$ cat config.mk
export PLATFORM = sky130hd
export DESIGN_NAME = keypad_emulator_flat
export DESIGN_NICKNAME = d
export VERILOG_FILES = /design/src/rtl/keypad_emulator_if.sv /design/src/rtl/keypad_emulator.sv /design/src/flat_wrapper.sv
export SDC_FILE = /design/constraint.sdc
export NUM_CORES = 1
export LEC_CHECK = 0
export ABC_CLOCK_PERIOD_IN_PS = 2700
export CAP_MARGIN = 10
export CORE_ASPECT_RATIO = 1.2
export CORE_MARGIN = 3
export CORE_UTILIZATION = 58
export CTS_CLUSTER_DIAMETER = 150
export DETAILED_ROUTE_END_ITERATION = 10
export PLACE_DENSITY = 0.84
export SYNTH_ARGS = -nofsm -noshare
export SYNTH_HDL_FRONTEND = slang
export SYNTH_SLANG_ARGS = --single-unit
$ cat constraint.sdc
create_clock -name clk -period 2.7 [get_ports clk]
set_clock_uncertainty 0.15 [all_clocks]
set_input_delay 0.54 -clock clk [delete_from_list [all_inputs] [get_ports clk]]
set_output_delay 0.54 -clock clk [all_outputs]
set_load 0.005 [all_outputs]
$ cat src/rtl/keypad_emulator_if.sv
// Key request channel between a key source and the keypad emulator.
// A request transfers on a posedge with key_valid=1 and key_ready=1; key_code is only meaningful while key_valid=1.
interface keypad_emulator_if;
   logic       key_valid;
   logic [3:0] key_code;
   logic       key_ready;
   logic       err;

   modport master (
      output key_valid,
      output key_code,
      input  key_ready,
      input  err
   );

   modport slave (
      input  key_valid,
      input  key_code,
      output key_ready,
      output err
   );
endinterface

$ cat src/rtl/keypad_emulator.sv
// Scripted 4x3 keypad: plays back one requested key per handshake on the active-low column lines,
// aligned to scanner wraps, with optional contact bounce, a steady hold and a release gap.
module keypad_emulator #(
   parameter int unsigned BOUNCE_SCANS = 2,
   parameter int unsigned HOLD_SCANS   = 4,
   parameter int unsigned GAP_SCANS    = 2
) (
   input  logic                    clk,
   input  logic                    reset,
   input  logic [2:0]              sel,
   keypad_emulator_if.slave        kif,
   output logic [2:0]              column,
   output logic                    pressed,
   output logic [2:0]              o_dbg_state
);

   typedef enum logic [2:0] {
      S_IDLE   = 3'd0,
      S_SYNC   = 3'd1,
      S_BOUNCE = 3'd2,
      S_HOLD   = 3'd3,
      S_GAP    = 3'd4
   } state_t;

   localparam logic [7:0] BOUNCE_LAST = 8'(BOUNCE_SCANS - 1);
   localparam logic [7:0] HOLD_LAST   = 8'(HOLD_SCANS - 1);
   localparam logic [7:0] GAP_LAST    = 8'(GAP_SCANS - 1);

   state_t     r_state;
   logic [7:0] r_cnt;
   logic [2:0] r_sel_q;
   logic [1:0] r_row;
   logic [2:0] r_col;
   logic       r_ready;
   logic       r_pressed;
   logic       r_err;

   logic       w_scan_evt;
   logic       w_key_ok;
   logic [1:0] w_row;
   logic [2:0] w_col;

   // One completed scan = the scanner wrapping straight from row 3 back to row 0.
   assign w_scan_evt = (r_sel_q == 3'b011) && (sel == 3'b000);

   always_comb begin
      w_key_ok = 1'b1;
      w_row    = 2'd0;
      w_col    = 3'b111;
      case (kif.key_code)
         4'd0: begin w_row = 2'd3; w_col = 3'b101; end
         4'd1: begin w_row = 2'd0; w_col = 3'b011; end
         4'd2: begin w_row = 2'd0; w_col = 3'b101; end
         4'd3: begin w_row = 2'd0; w_col = 3'b110; end
         4'd4: begin w_row = 2'd1; w_col = 3'b011; end
         4'd5: begin w_row = 2'd1; w_col = 3'b101; end
         4'd6: begin w_row = 2'd1; w_col = 3'b110; end
         4'd7: begin w_row = 2'd2; w_col = 3'b011; end
         4'd8: begin w_row = 2'd2; w_col = 3'b101; end
         4'd9: begin w_row = 2'd2; w_col = 3'b110; end
         default: w_key_ok = 1'b0;
      endcase
   end

   always_ff @(posedge clk or negedge reset) begin
      if (!reset) begin
         r_state   <= S_IDLE;
         r_cnt     <= 8'd0;
         r_sel_q   <= 3'b111;
         r_row     <= 2'd0;
         r_col     <= 3'b111;
         r_ready   <= 1'b1;
         r_pressed <= 1'b0;
         r_err     <= 1'b0;
      end else begin
         r_sel_q <= sel;
         r_err   <= 1'b0;
         case (r_state)
            S_IDLE: begin
               if (kif.key_valid && r_ready) begin
                  if (w_key_ok) begin
                     r_row   <= w_row;
                     r_col   <= w_col;
                     r_ready <= 1'b0;
                     r_state <= S_SYNC;
                  end else begin
                     r_err <= 1'b1;
                  end
               end
            end
            S_SYNC: begin
               if (w_scan_evt) begin
                  r_cnt     <= 8'd0;
                  r_pressed <= 1'b1;
                  r_state   <= (BOUNCE_SCANS == 0) ? S_HOLD : S_BOUNCE;
               end
            end
            S_BOUNCE: begin
               // Contact is closed on even bounce scans; the next scan index is even when r_cnt is odd.
               if (w_scan_evt) begin
                  if (r_cnt == BOUNCE_LAST) begin
                     r_cnt     <= 8'd0;
                     r_pressed <= 1'b1;
                     r_state   <= S_HOLD;
                  end else begin
                     r_cnt     <= r_cnt + 8'd1;
                     r_pressed <= r_cnt[0];
                  end
               end
            end
            S_HOLD: begin
               if (w_scan_evt) begin
                  if (r_cnt == HOLD_LAST) begin
                     r_cnt     <= 8'd0;
                     r_pressed <= 1'b0;
                     r_state   <= S_GAP;
                  end else begin
                     r_cnt <= r_cnt + 8'd1;
                  end
               end
            end
            S_GAP: begin
               if (w_scan_evt) begin
                  if (r_cnt == GAP_LAST) begin
                     r_cnt   <= 8'd0;
                     r_ready <= 1'b1;
                     r_state <= S_IDLE;
                  end else begin
                     r_cnt <= r_cnt + 8'd1;
                  end
               end
            end
            default: begin
               r_pressed <= 1'b0;
               r_ready   <= 1'b1;
               r_state   <= S_IDLE;
            end
         endcase
      end
   end

   // Column follows sel combinationally so the scanner sees a settled value at its next sample.
   always_comb begin
      column = 3'b111;
      if (r_pressed && (sel == {1'b0, r_row})) column = r_col;
   end

   assign pressed       = r_pressed;
   assign kif.key_ready = r_ready;
   assign kif.err       = r_err;
   assign o_dbg_state   = r_state;

endmodule

$ cat src/flat_wrapper.sv
// flat-port wrapper written by rule: the top's interface ports become plain ports
module keypad_emulator_flat 
#(
   parameter int unsigned BOUNCE_SCANS = 2,
   parameter int unsigned HOLD_SCANS   = 4,
   parameter int unsigned GAP_SCANS    = 2
)
  (clk, reset, sel, column, pressed, o_dbg_state, kif_key_valid, kif_key_code, kif_key_ready, kif_err);
  keypad_emulator_if kif_i ();
  input  logic clk;
  input  logic reset;
  input  logic [2:0] sel;
  output logic [2:0] column;
  output logic pressed;
  output logic [2:0] o_dbg_state;
  input wire logic [$bits(kif_i.key_valid)-1:0] kif_key_valid;
  input wire logic [$bits(kif_i.key_code)-1:0] kif_key_code;
  output wire logic [$bits(kif_i.key_ready)-1:0] kif_key_ready;
  output wire logic [$bits(kif_i.err)-1:0] kif_err;
  assign kif_i.key_valid = kif_key_valid;
  assign kif_i.key_code = kif_key_code;
  assign kif_key_ready = kif_i.key_ready;
  assign kif_err = kif_i.err;
  keypad_emulator #(.BOUNCE_SCANS(BOUNCE_SCANS), .HOLD_SCANS(HOLD_SCANS), .GAP_SCANS(GAP_SCANS)) u_core (.clk(clk), .reset(reset), .sel(sel), .kif(kif_i), .column(column), .pressed(pressed), .o_dbg_state(o_dbg_state));
endmodule
==> results.rst <==
.. list-table::
   :header-rows: 1

   * - Metric
     - Value
   * - Sw frac
     - 27.3%
   * - Cell count after placement
     - 187
   * - Clock-pin slew on the worst setup and hold paths
     - 0.13 ns
   * - Worst vdd rail ir drop
     - 0.609 mV
   * - Routed vias
     - 1203
   * - Width of the die
     - 50.6 microns
   * - Number of detailed-route iterations in the first pass
     - 5
   * - Actual slew at the worst max-slew pin
     - 0.542 ns
   * - Launching element type of the critical path
     - input pin
   * - Run status
     - finished, final reports clean
   * - CP arrival
     - 1.90 ns
   * - Internal power consumption
     - 0.590 mW
   * - Net switching power
     - 0.222 mW
   * - Critical path type
     - input pin to primary output
   * - Final weighted congestion in routability-driven placement
     - 0.806
   * - Portion of total power attributed to the clock network
     - 32.1%
   * - Achievable Freq
     - 386 MHz
   * - Worst-path maximum fanout
     - 3
   * - Half-perimeter wire length after placement
     - 2300 microns
   * - Overall die area
     - 3020 sq um
   * - Number of H-tree branching levels
     - 1
   * - Number of max-slew violations in the final report
     - 0
   * - Total Power Consumption
     - 0.812 mW
   * - Clock tree from TritonCTS
     - yes
   * - Clock tree root buffer cell
     - clkbuf_4
   * - Comb pwr share
     - 20.8%
   * - Post-detailed-route wirelength per cell
     - 16.5 microns
   * - Predominant post-synthesis flop cell
     - dfrtp_1
   * - Cell Pwr Density
     - 491 nW/um^2
   * - Number of clock sinks seen by CTS
     - 22
   * - Slew margin rel.
     - 63.6%
   * - Number of ports placed on the die boundary
     - 19
   * - Die height
     - 59.6 microns
   * - Worst min-delay path class
     - flop to flop
   * - Number of enable flip-flop cells after synthesis
     - 0
   * - Number of I/O port buffers
     - 18
   * - Number of nets in the finished design
     - 174
   * - Final TNS setup
     - 0 ns
   * - Global-route usage over all layers
     - 24.4%
   * - Leak pwr
     - 0.664 nW
   * - Total clock buffers created by CTS
     - 3
   * - Post-synthesis net count
     - 152
   * - Final standard cell count with taps included and fillers excluded
     - 191
   * - Sequential group share of total power
     - 47.1%
   * - Max-capacitance violation count
     - 0
   * - Fraction of registers with async set/reset
     - 100%
   * - ANT nets after route
     - 0
   * - Final critical path time including I/O delays and setup
     - 2.59 ns
   * - Antenna Cells
     - 0
   * - Kind of capture point of the worst setup path
     - primary output
   * - Register bit count reported by yosys
     - 22
   * - Setup slack of the worst register-to-register path
     - 0.67 ns
   * - Vias in the first global route
     - 1185
   * - Initial antenna violation count
     - 0
   * - Gr ovfl total
     - 0
   * - Unrepaired setup endpoints after global routing
     - false
   * - Fraction of layout instances using a drive strength above 1
     - 16.1%
   * - Vias per cell
     - 6.30
   * - Gate count of the mapped netlist
     - 140
   * - Mean instance size in the synthesized netlist
     - 9.90 sq um
   * - Detailed router's first-iteration violation count
     - 42
   * - Worst-Skew Late Latency
     - 0.32 ns
   * - Commonest non-fill, non-tap cells in the layout
     - clkdlybuf4s50_1, dfrtp_1, nor2_1
   * - Post-Route WL
     - 3160 microns
   * - Count of warnings emitted by yosys
     - 0
   * - Largest net degree at the start of global routing
     - 23
   * - Setup violators final
     - 0
   * - Post-CTS repair timing setup buffer count
     - 0
   * - Final worst path period share
     - 95.9%
   * - Remaining design rule violation count
     - 0
   * - Std cell rows
     - 18
   * - Number of failing hold endpoints at the final stage
     - 0
   * - Global-route wire length before repair
     - 5450 microns
   * - Worst path required time
     - 2.01 ns
   * - Number of buffers on the longest clock path
     - 2
   * - Sequential share of the synthesized area
     - 40.3%
   * - Combined area of all synthesized cells
     - 1390 sq um
   * - Layout area overhead
     - 19.3%
   * - Distinct cell type count after synthesis
     - 54
   * - Initial cell density of the core
     - 64.1%
   * - Core area
     - 2160 sq um
==> worst paths after layout <==
path,from,endpoint,cells past startpoint
worst min register to register,u_core.r_col[2]$_DFFE_PN1P_,u_core.r_col[2]$_DFFE_PN1P_,1
max in group asynchronous,reset,u_core.r_sel_q[2]$_DFF_PN1_,2
worst max-delay path,sel[2],column[0],5
worst max register to register,u_core.o_dbg_state[0]$_DFFE_PN0P_,u_core.r_col[1]$_DFFE_PN1P_,4
worst min-delay path,u_core.r_col[2]$_DFFE_PN1P_,u_core.r_col[2]$_DFFE_PN1P_,1
min in group asynchronous,reset,u_core.r_row[1]$_DFFE_PN0P_,2
==> timing repair <==
item / CTS / global route
hold buffers: 0 / 0
endpoints found under the setup margin: 3 / 0
gates resized for setup: 3 / 0
==> cell type report <==
type / instances / area (sq um)
Sequential cell: 22 / 559
Timing Repair Buffer: 23 / 214
Clock buffer: 3 / 22.5
Inverter: 4 / 15.0
Multi-Input combinational cell: 108 / 776
Fill cell: 162 / 508
Tap cell: 30 / 37.5
Clock inverter: 1 / 30.0
==> power by group through the flow <==
stage / Sequential (mW) / Clock (mW) / Combinational (mW)
after floorplan: 0.379 / 0 / 0.113
after global placement: 0.386 / 0 / 0.163
after detailed placement: 0.388 / 0 / 0.169
after CTS: 0.382 / 0.269 / 0.169
after global routing: 0.386 / 0.283 / 0.188
final: 0.383 / 0.261 / 0.169
==> logic make-up (layout without fill, tap and decap cells) <==
| kind of cell | count (synthesis) | in the layout | share of synthesized area, % |
|---|---|---|---|
| AND/OR/NAND/NOR | 60 | 60 | 27.0 |
| AO/OA/AOI/OAI | 41 | 41 | 23.6 |
| flip-flops | 22 | 22 | 40.3 |
| buffers and inverters | 10 | 31 | 3.70 |
| XOR/XNOR | 3 | 3 | 1.90 |
| adder cells (fa/ha/maj) | 2 | 2 | 1.80 |
| multiplexers | 2 | 2 | 1.62 |
==> synth_stat cells, drive strengths merged (2+ instances only) <==
cell | instances | area, sq um
a32oi | 3 | 26.3
buf | 4 | 28.8
or2 | 2 | 12.5
mux2 | 2 | 22.5
dfstp | 7 | 184
nor2b | 6 | 37.5
o31ai | 2 | 15.0
o22a | 2 | 17.5
dfrtp | 15 | 375
xor2 | 2 | 17.5
a22oi | 2 | 15.0
a21oi | 3 | 26.3
nand2 | 7 | 26.3
a31oi | 2 | 12.5
nor3 | 2 | 10.0
nor2 | 11 | 48.8
nor4b | 2 | 32.5
inv | 4 | 15.0
and3 | 4 | 25.0
a221o | 2 | 20.0
nor3b | 2 | 15.0
a22o | 4 | 35.0
clkbuf | 2 | 7.51
nand2b | 7 | 43.8
ha | 2 | 25.0
o22ai | 3 | 18.8
o21ai | 7 | 35.0
nand3 | 9 | 45.0
==> flip-flops by register name, summed over array words and instances, names as in the netlist <==
signal and flops:
u_core.kif.key_ready 1, u_core.r_col 3, u_core.r_cnt 8, u_core.pressed 1, u_core.r_row 2, u_core.kif.err 1, u_core.o_dbg_state 3, u_core.r_sel_q 3
==> per-stage QoR <==
stage / setup WS, ns / util, % / area [sq um] / hold WS (ns)
2_1_floorplan: 0.817 / - / 1390 / 0.0944
5_1_grt: 0.000165 / 76.5 / 1650 / 0.390
6_report: 0.110 / 76.5 / 1650 / 0.382
3_5_place_dp: -0.0977 / 74.2 / 1610 / 0.363
4_1_cts: 0.0956 / 76.5 / 1650 / 0.383
3_3_place_gp: -0.0403 / 74.2 / 1610 / 0.359
==> layer usage <==
layer	share of wire [%]	track usage, %	vias to the layer above
li1	-	-	583
met1	41	28.4	589
met2	53	44.0	24
met3	3.2	3.27	7
met4	2.5	11.9	0
met5	0	0	-
==> critical path, cell delays in order <==
cell and delay [ns]:
clkdlybuf4s50_1 0.42, nor4b_1 0.29, buf_4 0.17, nand2b_1 0.05, clkdlybuf4s50_1 0.44
Note: power is estimated with default switching activity, not from simulation.
